$ cat config.mk
export PLATFORM = sky130hd
export DESIGN_NAME = fetch_unit
export DESIGN_NICKNAME = d
export VERILOG_FILES = /design/src/rtl/asip_fetch_pkg.sv /design/src/rtl/fetch_skid_buf.sv /design/src/rtl/fetch_unit.sv
export SDC_FILE = /design/constraint.sdc
export NUM_CORES = 1
export LEC_CHECK = 0
export BUFFER_PORTS_ARGS = -buffer_cell sky130_fd_sc_hd__buf_2
export CAP_MARGIN = 20
export CORE_ASPECT_RATIO = 0.5
export CORE_MARGIN = 3
export CORE_UTILIZATION = 40
export DETAILED_ROUTE_END_ITERATION = 7
export REMOVE_ABC_BUFFERS = 1
export SLEW_MARGIN = 30
export SYNTH_ARGS = -nofsm -noshare
export SYNTH_HDL_FRONTEND = slang
export SYNTH_SLANG_ARGS = --single-unit
$ cat constraint.sdc
create_clock -name CLK -period 8.5 [get_ports CLK]
set_clock_uncertainty 0.2 [all_clocks]
set_input_delay 2.125 -clock CLK [delete_from_list [all_inputs] [get_ports CLK]]
set_output_delay 2.125 -clock CLK [all_outputs]
set_load 0.05 [all_outputs]
$ cat src/rtl/asip_fetch_pkg.sv
// Shared types and defaults for the instruction-fetch front end.
// Holds the fetch FSM states and the {instr, pc} entry passed between fetch stages.
package asip_fetch_pkg;

  localparam int FETCH_ADDR_W  = 32;
  localparam int FETCH_INSTR_W = 32;
  localparam int FETCH_PC_INC  = 4;
  localparam logic [FETCH_ADDR_W-1:0] FETCH_RESET_PC = '0;

  typedef enum logic [1:0] {
    BOOT,
    REQ,
    WAIT,
    DROP
  } fetch_state_t;

  typedef struct packed {
    logic [FETCH_INSTR_W-1:0] instr;
    logic [FETCH_ADDR_W-1:0]  pc;
  } fetch_entry_t;

endpackage

$ cat src/rtl/fetch_skid_buf.sv
// One-entry skid buffer that catches a fetch response while decode is stalled.
// Clear wins over load, and load wins over pop.
module fetch_skid_buf
  import asip_fetch_pkg::*;
#(
  parameter type entry_t = fetch_entry_t
) (
  input  logic   clk,
  input  logic   rst_n,
  input  logic   load,
  input  logic   pop,
  input  logic   clear,
  input  entry_t din,
  output logic   valid,
  output entry_t dout
);

  logic   valid_q, valid_d;
  entry_t data_q, data_d;

  always_comb begin
    valid_d = valid_q;
    data_d  = data_q;
    if (clear) begin
      valid_d = 1'b0;
    end else if (load) begin
      valid_d = 1'b1;
      data_d  = din;
    end else if (pop) begin
      valid_d = 1'b0;
    end
  end

  always_ff @(posedge clk or negedge rst_n) begin
    if (!rst_n) valid_q <= 1'b0;
    else        valid_q <= valid_d;
  end

  // Payload is qualified by valid_q, so it needs no reset.
  always_ff @(posedge clk) begin
    data_q <= data_d;
  end

  assign valid = valid_q;
  assign dout  = data_q;

endmodule

$ cat src/rtl/fetch_unit.sv
// Instruction-fetch front end: owns the PC, issues single-outstanding memory requests,
// delivers PC-tagged instructions to decode and squashes the pipeline on a taken branch.
module fetch_unit
  import asip_fetch_pkg::*;
#(
  parameter int                ADDR_W   = FETCH_ADDR_W,
  parameter int                INSTR_W  = FETCH_INSTR_W,
  parameter logic [ADDR_W-1:0] RESET_PC = ADDR_W'(FETCH_RESET_PC),
  parameter int                PC_INC   = FETCH_PC_INC
) (
  input  logic               CLK,
  input  logic               RST_N,
  input  logic               PC_SRC,
  input  logic [ADDR_W-1:0]  BRANCH_TARGET,
  input  logic               STALL,
  output logic               IMEM_REQ,
  output logic [ADDR_W-1:0]  IMEM_ADDR,
  input  logic               IMEM_READY,
  input  logic               IMEM_VALID,
  input  logic [INSTR_W-1:0] IMEM_RDATA,
  output logic [INSTR_W-1:0] INSTR_OUT,
  output logic [ADDR_W-1:0]  INSTR_PC,
  output logic               INSTR_VALID,
  output logic               FLUSH
);

  typedef struct packed {
    logic [INSTR_W-1:0] instr;
    logic [ADDR_W-1:0]  pc;
  } entry_t;

  fetch_state_t      state_q, state_d;
  logic [ADDR_W-1:0] pc_q, pc_d;
  logic [ADDR_W-1:0] req_pc_q, req_pc_d;
  entry_t            out_q, out_d;
  logic              out_vld_q, out_vld_d;
  logic              flush_q, flush_d;

  logic   imem_req, accept, resp_ok, take;
  logic   skid_load, skid_pop, skid_clear, skid_valid;
  entry_t skid_dout, resp;

  fetch_skid_buf #(
    .entry_t(entry_t)
  ) u_skid (
    .clk  (CLK),
    .rst_n(RST_N),
    .load (skid_load),
    .pop  (skid_pop),
    .clear(skid_clear),
    .din  (resp),
    .valid(skid_valid),
    .dout (skid_dout)
  );

  always_comb begin
    state_d    = state_q;
    pc_d       = pc_q;
    req_pc_d   = req_pc_q;
    out_d      = out_q;
    out_vld_d  = out_vld_q;
    flush_d    = 1'b0;
    skid_load  = 1'b0;
    skid_pop   = 1'b0;
    skid_clear = 1'b0;
    // A full skid blocks new requests, so every response is guaranteed a slot.
    imem_req   = (state_q == REQ) && !skid_valid;
    accept     = imem_req && IMEM_READY;
    resp_ok    = (state_q == WAIT) && IMEM_VALID;
    take       = out_vld_q && !STALL;
    resp.instr = IMEM_RDATA;
    resp.pc    = req_pc_q;

    if (state_q == BOOT) begin
      state_d = REQ;
    end else if (PC_SRC) begin
      pc_d       = BRANCH_TARGET;
      flush_d    = 1'b1;
      out_vld_d  = 1'b0;
      skid_clear = 1'b1;
      // A response landing in the redirect cycle is the one awaited; drop it and refetch.
      case (state_q)
        REQ:     state_d = accept ? DROP : REQ;
        default: state_d = IMEM_VALID ? REQ : DROP;
      endcase
    end else begin
      case (state_q)
        REQ: begin
          if (accept) begin
            req_pc_d = pc_q;
            pc_d     = pc_q + ADDR_W'(PC_INC);
            state_d  = WAIT;
          end
        end
        WAIT:    if (IMEM_VALID) state_d = REQ;
        DROP:    if (IMEM_VALID) state_d = REQ;
        default: ;
      endcase

      if (take) begin
        if (skid_valid) begin
          out_d    = skid_dout;
          skid_pop = 1'b1;
        end else if (resp_ok) begin
          out_d = resp;
        end else begin
          out_vld_d = 1'b0;
        end
      end else if (resp_ok) begin
        if (out_vld_q) begin
          skid_load = 1'b1;
        end else begin
          out_d     = resp;
          out_vld_d = 1'b1;
        end
      end
    end
  end

  always_ff @(posedge CLK or negedge RST_N) begin
    if (!RST_N) begin
      state_q   <= BOOT;
      pc_q      <= RESET_PC;
      req_pc_q  <= '0;
      out_q     <= '0;
      out_vld_q <= 1'b0;
      flush_q   <= 1'b0;
    end else begin
      state_q   <= state_d;
      pc_q      <= pc_d;
      req_pc_q  <= req_pc_d;
      out_q     <= out_d;
      out_vld_q <= out_vld_d;
      flush_q   <= flush_d;
    end
  end

  assign IMEM_REQ    = imem_req;
  assign IMEM_ADDR   = pc_q;
  assign INSTR_OUT   = out_q.instr;
  assign INSTR_PC    = out_q.pc;
  assign INSTR_VALID = out_vld_q;
  assign FLUSH       = flush_q;

endmodule
# Word level (Yosys, flattened, before mapping)
# Cells that the tools add are included.
# totals
word_cells	78
ff_bits	197
mem_count	0
out_inout_bits	99
latchBits	0
ramBits	0
input_bits	70
mem_bits_ro	0
# classes
addsub	1
bitwise_logic	3
div_mod_pow	0
magnitude_cmp	0
mux	35
mul	0
n_eq_ne	8
n_reduce_logical	21
shifts	0
# ops
op	n
$mux 64	5
$mux 32	3
$add 32x3->32 const B	1
$mux 1	19
$mux 2	7
$reduce_and 4->1	2
$reduce_bool 2->1	4
$ne 3x3->1 const B	2
$reduce_and 3->1	2
$reduce_bool 3->1	2
$reduce_and 5->1	1
$eq 2x2->1 const B	2
$logic_and 1x1->1	4
$ne 4x1->1 const B	1
$ne 4x3->1 const B	1
$pmux 2 s2	1
$reduce_bool 4->1	1
$not 1->1	3
$eq 2x1->1 const B	1
$logic_not 1->1	2
$logic_not 2->1	1
$ne 2x1->1 const B	1
$reduce_and 2->1	1
$reduce_or 2->1	1

# Depth between registers and ports, before layout
# Gate-level depths: netlist of run 1.
# logic_depth
depth_word	8
mapped_depth	9
mapped_depth_nobuf	7

# By module
# Synthesis of run 1 repeated with hierarchy kept, for this count alone.
# unflattened
cells_unflattened	739
area_unflattened_um2	8309.2
# by_module_without_submodules
module	area_each_um2	seq_area_each_um2	instances	cells_per_inst
fetch_unit	6339.8	3303.2	1	670
fetch_skid_buf	1969.4	1946.9	1	69

# Least setup slack after synthesis of run 1
# OpenSTA, ideal clock, no wires.
# synth_path
kind	input to register
start	input PC_SRC
end	register u_skid.data_q (netlist bit u_skid.dout[0]) (enable)
arrival_ns	7.062
setup_time_ns	0.566
path_buffers	3
slack_ns	0.672
required_ns	7.734
cell_stages	4
path_cell_list	clkbuf_1 -> buf_2 -> buf_1 -> nor3_1
# synth_between
elab_chain_cells	4
# synth_rtl
item	line_no	text
start: declaration	fetch_unit.sv:13	input logic PC_SRC,
$mux 1	fetch_unit.sv:76	end else if (PC_SRC) begin
$mux 1	fetch_unit.sv:74	if (state_q == BOOT) begin
$not 1->1 (no line)	--	
$reduce_and 2->1 (no line) *	--	
end signal: assignment	fetch_skid_buf.sv:41	data_q <= data_d;
end: declaration	fetch_skid_buf.sv:19	entry_t data_q, data_d;
# Mark *: on every way between the ends. The rest lies on a longest branch, timed or not.
# A chain may end at the register's enable or synchronous reset.

# Final worst setup path of run 1
# layout_path
start	input PC_SRC
end	register pc_q[27] (netlist: IMEM_ADDR[27])
# layout_between
elab_chain_cells	2
# layout_rtl
item	line_no	text
$reduce_bool 2->1 (no line)	--	
$reduce_and 3->1 (no line)	--	
end signal: assignment	fetch_unit.sv:130	pc_q <= pc_d;
end: declaration	fetch_unit.sv:33	logic [ADDR_W-1:0] pc_q, pc_d;
# Parallel ways exist; a longest one is shown, timed or not.

==> results of run 1 <==
## power groups by stage
stage	Combinational [mW]	Sequential (mW)	Clock, mW
final	1.35	1.48	0.802
after global routing	1.45	1.52	0.865
after CTS	1.37	1.48	0.822
after detailed placement	1.36	1.50	0
after global placement	1.34	1.49	0
after floorplan	0.346	2.13	0
## cells in the mapped netlist, types with 2 or more instances
library cell,instances,area [µm²]
a211oi_1,3,22.5
a21oi_1,85,425
a22oi_1,3,22.5
a2bb2oi_1,3,26.3
a31oi_1,4,25.0
a32oi_1,4,35.0
a41o_1,2,20.0
and2_1,3,18.8
and3_1,7,43.8
buf_1,4,15.0
buf_2,7,35.0
buf_4,2,15.0
clkbuf_1,33,124
dfrtp_1,133,3330
edfxtp_1,64,1920
inv_1,6,22.5
mux2_2,32,360
mux2i_1,66,661
nand2_1,36,135
nand2b_1,3,18.8
nand3_1,14,70.1
nand3b_1,2,15.0
nand4_1,7,43.8
nor2_1,87,327
nor3_1,16,80.1
nor3b_1,2,15.0
nor4_1,7,43.8
o21ai_0,22,110
o21bai_1,2,15.0
o22a_1,3,26.3
o22ai_1,7,43.8
o2bb2ai_1,2,17.5
or3_1,3,18.8
or4_1,2,15.0
## critical path: stages
cell and delay [ns]:
buf_2 0.08, buf_4 0.50, clkinv_1 0.91, and3_1 0.47, or3_1 0.36
## final timing paths
kind / start / endpoint / slack (ns) / cells past startpoint
worst max-delay path: PC_SRC / IMEM_ADDR[27] / 4.11 / 5
worst min-delay path: req_pc_q[9] / u_skid.dout[9] / 0.27 / 0
worst max register to register: state_q[1] / INSTR_OUT[30] / 5.77 / 6
worst min register to register: req_pc_q[9] / u_skid.dout[9] / 0.27 / 0
max in group asynchronous: RST_N / INSTR_OUT[29] / 5.40 / 2
min in group asynchronous: RST_N / INSTR_PC[2] / 1.52 / 1
## sequential cells by signal, indices dropped and copies added (netlist names)
signal	flops
u_skid.dout	64
IMEM_ADDR	32
INSTR_OUT	32
INSTR_PC	32
req_pc_q	32
state_q	2
FLUSH	1
INSTR_VALID	1
u_skid.valid	1
## layer usage
metal	vias up	GRT usage, %	wire length (µm)
met3	18	3.91	832
li1	2855	-	-
met1	2988	25.7	9640
met4	0	4.90	234
met2	123	29.3	9600
met5	-	0	0
## layout by cell type, fill, tap and decap left out, types with 3 or more instances in the layout
master	Yosys	layout
nor4_1	7	7
edfxtp_1	64	64
a32oi_1	4	4
o22ai_1	7	6
nand3_1	14	14
nand2b_1	3	3
buf_2	7	167
mux2_2	32	32
and2_1	3	3
a31oi_1	4	4
nor3_1	16	15
nand4_1	7	7
buf_4	2	9
nor2_1	87	87
o21ai_0	22	22
a22oi_1	3	3
a21oi_1	85	85
o22a_1	3	3
inv_1	6	5
mux2i_1	66	66
a2bb2oi_1	3	3
clkinv_4	0	4
clkbuf_16	0	17
inv_6	0	4
nand2_1	36	35
or3_1	3	3
dfrtp_1	133	133
and3_1	7	6
a211oi_1	3	3
## cell type report
cell class,instances,area [µm²]
antenna,1,2.50
multi-input combinational,450,2900
sequential,197,5250
fill,1845,9940
inverter,6,22.5
timing repair buffer,178,935
clock buffer,18,439
tap,266,333
clock inverter,14,140
## kinds of logic after synthesis
kind of cell    after synthesis  share of synthesized area, %
flops                       197                          63.1
compound gates              152                          10.7
buf+inv                      52                          2.54
mux                          98                          12.3
fa+ha+maj                     1                         0.150
simple gates                199                          11.3
## metrics by stage
step,instance area (µm²),cells,util (%)
detailed placement,9420,1096,47.2
floorplan,8140,653,-
CTS,9990,1128,50.1
finish,10000,1130,50.2
global placement,9420,1096,47.2
global route,10000,1130,50.2
==> results list, run 1 <==
* HPWL reported at the end of detailed placement: 13500 µm
- Summed over all layers, the global routing overflow is 0.
- Cts repair resizes: 0
* Startpoint class of the critical path: input pin
- From bottom edge to top edge, the die measures 108 µm.
- Avg Inst Size Synth: 11.9 µm²
* IO Count: 169
- Power share of the sequential group: 40.7%
- Number of flops mapped to enable cells by yosys: 64
* Overall via count from detail_route: 5984
* Wire length of the first global-routing pass: 32700 µm
* Total count of max-transition violations in the final report: 0
- For this design, the CTS-stage hold fixing added 0 buffers.
* Total Power Consumption: 3.63 mW
- H-tree depth: 4
- The worst setup path is captured at a register.
- Last weighted congestion value of the routability-driven placer: 0.817
* Classification of the worst setup path: input pin to register
- The worst hold path belongs to the class register to register.
- The first routing iteration left 411 violations.
- At the worst endpoint, the arrival time is 4.50 ns.
* Switching power: 1.59 mW
- Starting density of the core: 41.7%
* Async set-or-reset flop fraction in the synthesized netlist: 67.5%
* CP required: 8.61 ns
- Via-to-Cell Ratio: 5.30
- PwrDens: 363 nW/µm²
* Final-report setup violation count: 0
* TritonCTS Buffers: 17
* Post-Syn Instances: 699
* Nets@finish: 921
- From left edge to right edge, the die measures 210 µm.
- The count of nets left with antenna violations once routing finished came out at 0.
- Wires add up to 20300 µm.
- In this run the core area contains 36 standard-cell rows.
* Maximum vdd drop: 135 µV
- Length of the first detailed-routing pass in iterations: 5
- Standard cell core area: 20000 µm²
- Setup repair after global routing left no endpoint under its margin.
* Pin count of the biggest net entering global routing: 86
- Register clock-pin slew on the reported worst setup and hold paths: 0.08 ns
* Die footprint: 22700 µm²
- Measured slew at the worst slew-check pin: 0.896 ns
- TritonCTS built the clock tree.
* Leakage power figure: 4.60 nW
- Number of global-route vias before repair: 5897
- Flops & latches, synth: 197
* Number of warning messages in the yosys log: 0
- Ratio of cells with drive above 1 in the final layout: 29.5%
- The smallest clock period supported by the final layout is computed as 4.39 ns.
- Before CTS, the worst setup slack after placement is 3.93 ns.
* Switch share: 43.8%
- Global routing used 18.3% of the available tracks.
- The share of the Yosys chip area taken by registers is 63.1%.
* Int Pwr: 2.04 mW
* Number of setup buffers added after CTS: 0
- On the final layout, the worst hold slack is 0.270 ns.
- Static timing analysis puts the maximum clock frequency at 228 MHz.
- Maximum fanout along the worst path: 60
* Prevailing post-synth register cell: dfrtp_1
- Clock latency on the worst-skew pair: 0.44 ns
- Total number of clock tree sinks: 197
- Average routed wire per standard cell: 18.0 µm
- The mapped netlist covers 8330 µm².
* Final total negative setup slack: 0 ns
- Worst slew margin: 39.9%
* Clock root cell: clkbuf_16
- Max cap viols: 0
- The clock passes through at most 2 buffers.
- Smallest setup slack after layout: 4.11 ns
- After synthesis, the netlist uses 57 different library cells.
- Area added between synthesis and finish: 20.3%
* Number of antenna violations at the first check in global routing: 1
- In this run, the clock network consumes 22.1% of the power.
* Final cycle utilization of the critical path: 51.6%
- Combinational logic burns 37.3% of the power.
- Run status: complete, no violations
- Final routed DRC violation total: 0
- Port Buf Inserts: 168
- Final Hold Viols: 0
No activity file was read; power rests on OpenSTA's default activity.
==> inputs of run 2 (changes only) <==
- clock period: 8.5 -> 4.5 ns (I/O delays scaled with it)
==> run 2 against run 1 <==
- wire length up 0.11%
- critical path depth down 3
- hold slack unchanged
- highest routed layer unchanged
- final cell count unchanged
- non-clock buffer count up 2
- cell area up 0.80%
- global-route usage about the same
- die area unchanged
- via count down 0.95%
- sequential power up 89%
- sequential cell count unchanged
==> results list, run 2 (synthesized netlist as in run 1, its figures left out) <==
- Run status: complete, no violations (unchanged)
- CP Cell Sequence: nor3b_1 > buf_2 (was buf_2 > buf_4 > clkinv_1 > and3_1 > or3_1)
* GRT Total Usage: 18.3% (about the same)
- Min Clock Period, post-route: 2.80 ns
* Total Power Consumption: 6.95 mW (was 3.63 mW)
- Final antenna diode count: 0 (was 1)
- The area taken by multi-input logic gates is 2900 µm² (about the same).
- Measured slew at the worst slew-check pin: 0.830 ns (was 0.896 ns)
- The number of DRC violations after detailed routing came to 0 (unchanged).
- Setup slack, reg-to-reg: 1.87 ns (was 5.77 ns)
- The final RePlAce weighted congestion was 0.805 (was 0.817).
* Worst Hold Endpoint: u_skid.dout[29] (was u_skid.dout[9])
- Source of the worst register-to-register timing path: IMEM_ADDR[2] (was state_q[1])
- The first-pass iteration count of the detailed router is 5 (unchanged).
- Die height: 108 µm (unchanged)
- The launching element type of the critical path is a register (was input pin).
* Number of antenna violations at the first check in global routing: 0 (was 1)
- The number of flip-flops under the largest register name was 64 (unchanged).
- Number of placement rows: 36 (unchanged)
- The total wire length after detailed routing is 20300 µm (about the same).
* Clock latency on the worst-skew pair: 0.43 ns (was 0.44 ns)
- The total leakage power came to 4.63 nW (was 4.60 nW).
- The depth of the worst hold-timing path was 0 (unchanged).
- Register clock-pin slew on the reported worst setup and hold paths: 0.07 ns (was 0.08 ns)
- CP Buf/Inv Count: 1 (was 3)
- The number of hold buffers added after CTS is 0 (unchanged).
- Register Area: 5250 µm² (unchanged)
- The worst voltage drop across the vdd grid was 268 µV (was 135 µV).
- The wire length of the first global-routing pass was 32800 µm (was 32700 µm).
- Remaining global-route overflow: 0 (unchanged)
- The final critical path takes up 62.2% of the cycle.
- Total number of clock tree sinks: 197 (unchanged)
* Number of nets with antenna violations after routing: 0 (unchanged)
* Port Buf Inserts: 168 (unchanged)
- The worst min-delay path class was register to register (unchanged).
- The master cell of the clock root buffer is clkbuf_16 (unchanged).
* Ratio of cells with drive above 1 in the final layout: 29.3% (was 29.5%)
- Total count of max-transition violations in the final report: 0 (unchanged)
- Cell at the slowest stage of the critical path: dfrtp_1 (was clkinv_1)
* Maximum clock rate: 357 MHz
* Number of setup buffers added after CTS: 0 (unchanged)
* Standard cell core area: 20000 µm² (unchanged)
* IO Count: 169 (unchanged)
* Max cap viols: 0 (unchanged)
* H-tree depth: 4 (unchanged)
- Leading cell type in the layout, fill and taps excluded: buf_2 (unchanged)
* Final Hold Viols: 0 (unchanged)
- HPWL reported at the end of detailed placement: 13400 µm (was 13500 µm)
- The critical path required time came to 3.17 ns (was 8.61 ns).
- Pin count of the biggest net entering global routing: 97 (was 86)
- The family with the most delay on the worst path is flip-flops (was buffers and inverters).
- The TritonCTS buffer count is 17 (unchanged).
- The arrival time at the worst endpoint was 1.48 ns (was 4.50 ns).
- The maximum number of buffers from clock root to sink was 2 (unchanged).
- The via density per instance was 5.25 (was 5.30).
- The endpoint of the worst-slack reg-to-reg timing path is IMEM_ADDR[22] (was INSTR_OUT[30]).
* Cts repair resizes: 0 (unchanged)
* Worst slew margin: 44.7% (was 39.9%)
- The type of destination of the critical path was a primary output (was register).
* Unrepaired setup endpoints after global routing: no (unchanged)
* Chip width: 210 µm (unchanged)
- The maximum fanout along the worst path came to 7 (was 60).
- DR iter-0 viols: 564 (was 411)
- Area added between synthesis and finish: 21.3% (was 20.3%)
* Highest-count cells in the layout ignoring fill and taps: buf_2 (167), dfrtp_1 (133), nor2_1 (87), a21oi_1 (85), mux2i_1 (66) (unchanged)
- The length in cells of the worst reg-to-reg path is 6 (unchanged).
- Nets@finish: 923 (was 921)
- CTS tree: done (unchanged)
- Final design area excluding fillers: 10100 µm² (was 10000 µm²)
- The delay of the slowest cell on the worst path is 0.50 ns (was 0.91 ns).
- Fillcell total: 1786 (was 1845)
* Average routed wire per standard cell: 18.0 µm (about the same)
* Overall via count from detail_route: 5927 (was 5984)
- Number of global-route vias before repair: 6013 (was 5897)
* PwrDens: 688 nW/µm² (was 363 nW/µm²)
* Placement Cell Area: 9480 µm² (was 9420 µm²)
- Classification of the worst setup path: register to primary output (was input pin to register)
- Die footprint: 22700 µm² (unchanged)
- The final-report setup violation count came to 0 (unchanged).
* Starting density of the core: 41.7% (unchanged)
- The hold path startpoint is req_pc_q[29] (was req_pc_q[9]).
==> run 2: cell types whose count changed in the layout (fill, tap and decap cells not counted), sizes merged <==
| cell | before | now |
|---|---|---|
| buf | 178 | 179 |
| bufinv | 1 | 3 |
| clkbuf | 18 | 23 |
| clkinv | 7 | 5 |
| diode | 1 | 0 |
| inv | 11 | 6 |
==> run 2: per-stage QoR <==
step	setup TNS [ns]	utilization [%]	std cells	setup WS (ns)	hold WS (ns)
final	0	50.6	1130	1.70	0.270
after global routing	0	50.6	1130	1.53	0.285
after CTS	0	50.5	1130	1.70	0.274
after detailed placement	0	47.5	1099	1.27	0.260
after global placement	0	47.5	1099	1.32	0.251
after floorplan	-126.96	-	653	-1.96	0.240
==> run 2: final cells by class <==
type / count / area share, %
Multi-Input combinational cell: 450 / 28.8
Inverter: 6 / 0.223
Clock inverter: 9 / 1.24
Clock buffer: 22 / 4.81
Sequential cell: 197 / 52.0
Timing Repair Buffer: 180 / 9.68
Tap cell: 266 / 3.30
==> run 2: how the worst max path moves through the flow <==
stage                            start        endpoint  slack (ns)  depth (start not counted)
after floorplan             IMEM_VALID  u_skid.dout[0]       -1.96                          2
after global placement           STALL   INSTR_OUT[31]        1.32                          6
after detailed placement        PC_SRC   INSTR_OUT[15]        1.27                          6
after CTS                   state_q[0]        IMEM_REQ        1.70                          2
after global routing            PC_SRC     INSTR_PC[0]        1.53                          6
final                     u_skid.valid        IMEM_REQ        1.70                          2
==> run 2: routing by layer <==
| metal | global-route usage (%) | routed length [µm] | vias to the layer above |
|---|---|---|---|
| li1 | - | - | 2855 |
| met1 | 25.5 | 9590 | 2927 |
| met2 | 29.5 | 9710 | 128 |
| met3 | 3.86 | 815 | 17 |
| met4 | 4.90 | 221 | 0 |
| met5 | 0 | 0 | - |
==> run 2: power breakdown <==
group / switching, mW / internal [mW] / total (mW) / leakage [nW]
registers: 0.390 / 2.40 / 2.79 / 2.14
clock network: 0.671 / 0.932 / 1.60 / 0.299
logic: 1.89 / 0.669 / 2.56 / 2.19
total: 2.95 / 4.00 / 6.95 / 4.63
==> run 2: worst reg2reg max path, cell delays in order, from the launching register on <==
cell and delay [ns]:
dfrtp_1 0.45, ha_1 0.30, nand4_1 0.22, or4_1 0.73, or4_4 0.47, o21ai_2 0.08, a21oi_2 0.06
